[src/rtl/led_flow_sequencer.sv]
// led_flow_sequencer: moving one-hot head for the flow LED mode, with prescaler, step rate, direction and restart.
// Optional ping-pong motion is compiled in with `define LED_FLOW_BOUNCE_EN.
module led_flow_sequencer #(
  parameter int LED_NUM   = 8,
  parameter int TICK_DIV  = 12000,
  parameter int STEP_BASE = 50
) (
  input  logic               clk,
  input  logic               rst,
  input  logic               enable,
  input  logic               dir,
  input  logic [1:0]         speed,
  input  logic               restart,
  input  logic               bounce,
  output logic [LED_NUM-1:0] led_select,
  output logic [3:0]         pos,
  output logic               step
);
  localparam int PW = $clog2(TICK_DIV);
  localparam int SW = $clog2(STEP_BASE * 4 + 1);
  localparam logic [3:0] LAST = 4'(LED_NUM - 1);
  typedef enum logic {FWD, REV} state_t;
  state_t st, st_nxt;
  logic [PW-1:0] pre;
  logic [SW-1:0] scnt, lim;
  logic tick, do_step, bnc, fwd_end, rev_end;
  logic [3:0] pos_nxt;
  assign tick = enable && pre == PW'(TICK_DIV - 1);
  assign lim = SW'(STEP_BASE) * (SW'(speed) + SW'(1)) - SW'(1);
  assign do_step = tick && scnt >= lim;
`ifdef LED_FLOW_BOUNCE_EN
  assign bnc = bounce;
  assign fwd_end = bounce && st == FWD && pos == LAST;
  assign rev_end = bounce && st == REV && pos == 4'd0;
`else
  logic unused_bounce;
  assign unused_bounce = bounce;
  assign bnc = 1'b0;
  assign fwd_end = 1'b0;
  assign rev_end = 1'b0;
`endif
  // Bounce mode keeps its own state and flips it only when a step hits an end.
  always_comb begin
    st_nxt = !bnc ? state_t'(dir) : (do_step && fwd_end) ? REV : (do_step && rev_end) ? FWD : st;
    pos_nxt = fwd_end ? LAST - 4'd1 :
              rev_end ? 4'd1 :
              st == FWD ? (pos == LAST ? 4'd0 : pos + 4'd1) :
                          (pos == 4'd0 ? LAST : pos - 4'd1);
  end
  always_ff @(posedge clk or posedge rst) begin
    if (rst) begin
      pre        <= '0;
      scnt       <= '0;
      st         <= FWD;
      pos        <= 4'd0;
      led_select <= LED_NUM'(1);
      step       <= 1'b0;
    end else if (restart) begin
      pre        <= '0;
      scnt       <= '0;
      st         <= state_t'(dir);
      pos        <= dir ? LAST : 4'd0;
      led_select <= dir ? LED_NUM'(1) << LAST : LED_NUM'(1);
      step       <= 1'b0;
    end else if (enable) begin
      pre  <= tick ? '0 : pre + PW'(1);
      scnt <= do_step ? '0 : tick ? scnt + SW'(1) : scnt;
      st   <= st_nxt;
      step <= do_step;
      if (do_step) begin
        pos        <= pos_nxt;
        led_select <= LED_NUM'(1) << pos_nxt;
      end
    end else begin
      step <= 1'b0;
    end
  end
endmodule

[config.mk]
export PLATFORM = sky130hd
export DESIGN_NAME = led_flow_sequencer
export DESIGN_NICKNAME = d
export VERILOG_FILES = /design/src/rtl/led_flow_sequencer.sv
export SDC_FILE = /design/constraint.sdc
export NUM_CORES = 1
export LEC_CHECK = 0
export ABC_CLOCK_PERIOD_IN_PS = 3900
export BUFFER_PORTS_ARGS = -buffer_cell sky130_fd_sc_hd__buf_2
export CAP_MARGIN = 20
export CELL_PAD_IN_SITES_DETAIL_PLACEMENT = 0
export CELL_PAD_IN_SITES_GLOBAL_PLACEMENT = 2
export CORE_UTILIZATION = 40
export DETAILED_ROUTE_END_ITERATION = 10
export PLACE_DENSITY_LB_ADDON = 0.12
export SLEW_MARGIN = 20
export SYNTH_ARGS = -nofsm -noshare
export SYNTH_HDL_FRONTEND = slang
export SYNTH_SLANG_ARGS = --single-unit
[constraint.sdc]
create_clock -name clk -period 3.9 [get_ports clk]
set_input_delay 0.39 -clock clk [delete_from_list [all_inputs] [get_ports clk]]
set_output_delay 0.39 -clock clk [all_outputs]
set_load 0.01 [all_outputs]
==> flow_metrics.py <==
metrics = {
    "run_status": {
        "status": "complete, no violations",
    },
    "clock_tree": {
        "cts_resized": 0,
        "clk_pin_slew_ns": 0.07,
        "cts_setup_buffers": 0,
        "ctsHoldBuffers": 0,
        "clockRootBuffer": "clkbuf_8",
        "htree_levels": 2,
        "clock-sinks": 36,
        "clock_latency_ns": 0.28,
        "clk_path_buf_depth": 2,
        "cts_tree": "done",
        "numCtsBuffers": 5,
    },
    "die": {
        "start_util": 0.418,
        "coreArea_um2": 5540,
        "row_count": 27,
        "die_y_um": 78.1,
        "die_w_um": 78.1,
        "die-area_um2": 6100,
        "ioPinCount": 21,
    },
    "power_and_ir_drop": {
        "peakVddDrop_uv": 161,
        "p_leak_nw": 1.14,
        "p_per_area_nw_per_um2": 299,
        "power_mw": 0.762,
    },
    "setup_path": {
        "r2r_end": "led_select[4]$_DFFE_PP0P_",
        "slowest_stage": "o211ai_1",
        "worst_ep_required_time_ns": 4.11,
        "arrival_ns": 2.82,
        "end_kind": "flip-flop",
        "critPathMaxFanout": 9,
        "r2r_cells": 5,
        "crit_path_cell_trace": "buf_2, inv_1, ha_1, xor2_1, inv_1, ha_1, a21oi_1, o221ai_1, o211ai_1, nand2_1, nor2_1",
        "worstReg2RegStart": "pre[5]$_DFFE_PP0P_",
        "cpPeakStageDelay_ns": 0.66,
        "worstSetupPathType": "input port to flip-flop",
        "r2r_setup_slack_ns": 1.37,
        "startpoint_type": "input port",
    },
    "timing": {
        "relSlewSlack": 0.468,
        "clock.fmax_ghz": 0.384,
        "setup_tns_ns": 0,
        "worstMarginPinSlew_ns": 0.792,
        "slew_viol_final": 0,
        "skew_ns": 0.00841,
        "finalHoldViolCount": 0,
        "period_minus_slack_ns": 2.61,
        "min_period_over_period": 0.669,
        "rsz0062_at_grt": "false",
        "final-setup-viol-count": 0,
    },
    "grt": {
        "grt_antenna_before_repair": 0,
        "use_met1": 0.247,
        "use_met3": 0.0360,
        "grt_busiest_layer": "met2",
        "grt_usage": 0.183,
        "overflow": 0,
        "grt_pass1_vias": 1846,
        "grt_max_degree": 37,
        "use_met2": 0.290,
        "grt_pass1_wl_um": 8740,
    },
    "final_layout": {
        "syn_to_final_growth_pct": 10.2,
        "fin_util": 0.461,
        "n_fill_cell": 561,
        "multiInputGateArea_um2": 1340,
        "nNetsFinal": 300,
        "drive_gt1_frac": 0.131,
        "fin_area_um2": 2550,
        "diodes": 0,
        "seq_area_um2": 902,
    },
    "yosys": {
        "synth_seq_cells": 36,
        "synth_nets": 282,
        "yosysWarnings": 0,
        "synth_seq_area_share": 0.389,
        "synth_edf_count": 0,
        "syn_area_um2": 2320,
        "synth_cell_types": 50,
        "synthArstFlopShare": 1.00,
        "syn_avg_cell_area_um2": 9.05,
        "synth_flop_cell": "dfrtp_1",
        "syn_inst": 256,
    },
    "drt": {
        "first_pass_iters": 4,
        "ant_nets": 0,
        "vias": 1866,
        "wl_per_cell_um": 14.4,
        "drc": 0,
        "wirelength_um": 4980,
        "viasPerCell": 5.39,
        "drt_iter0_markers": 68,
    },
    "placement": {
        "io_buffers": 19,
        "gp_congestion": 0.792,
        "dp_hpwl_um": 3600,
        "dpl_cell_area_um2": 2470,
    },
    "hold_path": {
        "hold_class": "input port to async pin",
    },
    "flow_run": {
        "max_cap_viol_count": 0,
    },
}
==> per-stage QoR <==
stage / setup slack [ns] / hold WS, ns / cells
after floorplan: 1.51 / 0.475 / 256
after global placement: 1.03 / 0.499 / 339
after detailed placement: 1.01 / 0.495 / 339
after CTS: 1.31 / 0.224 / 346
after global routing: 1.04 / 0.269 / 346
final: 1.29 / 0.205 / 346
==> where the power goes <==
group | internal [mW] | leakage (nW) | switching (mW) | total, mW
logic | 0.0432 | 0.616 | 0.0720 | 0.115
clock network | 0.121 | 0.0410 | 0.127 | 0.249
registers | 0.385 | 0.484 | 0.0137 | 0.398
==> layout by cell type, fill, tap and decap left out, types with 7 or more instances in the layout <==
master / count
a21oi_1: 15
buf_2: 19
dfrtp_1: 35
ha_1: 18
inv_1: 11
nand2_1: 22
nand3_1: 23
nor2_1: 25
o21ai_0: 7
or3_1: 7
xor2_1: 13
==> cell type report <==
type / instances / area share
Tap cell: 72 / 0.0353
Clock inverter: 1 / 0.00196
Multi-Input combinational cell: 199 / 0.523
Inverter: 12 / 0.0176
Clock buffer: 6 / 0.0284
Timing Repair Buffer: 20 / 0.0402
Sequential cell: 36 / 0.353
==> cells by family after synthesis <==
family / Yosys count / share of synthesized area
buf+inv: 21 / 0.0346
flops: 36 / 0.389
xor+xnor: 18 / 0.0680
compound gates: 47 / 0.138
simple gates: 111 / 0.251
mux: 5 / 0.0227
fa+ha+maj: 18 / 0.0972
==> registers in the layout (all words and copies together), names as in the netlist <==
signal and flops:
led_select 8, pos 4, pre 14, scnt 8
st 1, step 1
==> worst max-delay path, delay by kind of cell <==
family | cells | cell delay [ns]
buffers and inverters | 3 | 0.31
AND/OR/NAND/NOR | 2 | 0.38
adder cells (fa/ha/maj) | 2 | 0.50
XOR/XNOR | 1 | 0.21
AO/OA/AOI/OAI | 3 | 1.03
==> how the worst max path moves through the flow <==
| stage | slack (ns) | end | start |
|---|---|---|---|
| 2_1_floorplan | 1.51 | scnt[4]$_DFFE_PP0P_ | speed[0] |
| 3_5_place_dp | 1.01 | scnt[6]$_DFFE_PP0P_ | speed[0] |
| 3_3_place_gp | 1.03 | led_select[4]$_DFFE_PP0P_ | speed[0] |
| 4_1_cts | 1.31 | scnt[6]$_DFFE_PP0P_ | speed[0] |
| 5_1_grt | 1.04 | scnt[5]$_DFFE_PP0P_ | speed[0] |
| 6_report | 1.29 | scnt[6]$_DFFE_PP0P_ | speed[0] |
==> routing by layer <==
| layer | vias to the layer above | part of all wire |
|---|---|---|
| met4 | 0 | 0.012 |
| met2 | 30 | 0.46 |
| met5 | - | 0 |
| met1 | 878 | 0.50 |
| li1 | 954 | - |
| met3 | 4 | 0.031 |
==> synthesized netlist by cell type (3+ instances only) <==
cell | count | share of area
dfrtp_1 | 35 | 0.38
nor2_1 | 25 | 0.040
nand3_1 | 23 | 0.050
nand2_1 | 22 | 0.036
ha_1 | 18 | 0.097
a21oi_1 | 15 | 0.032
xor2_1 | 13 | 0.049
inv_1 | 11 | 0.018
clkbuf_1 | 8 | 0.013
o21ai_0 | 7 | 0.015
or3_1 | 7 | 0.019
nand2b_1 | 5 | 0.013
o41ai_1 | 5 | 0.019
xnor2_1 | 5 | 0.019
nand4_1 | 4 | 0.011
nor3_1 | 4 | 0.0086
mux2i_1 | 3 | 0.013
nand3b_1 | 3 | 0.0097
nand4b_1 | 3 | 0.011
No activity file was read; power rests on OpenSTA's default activity.
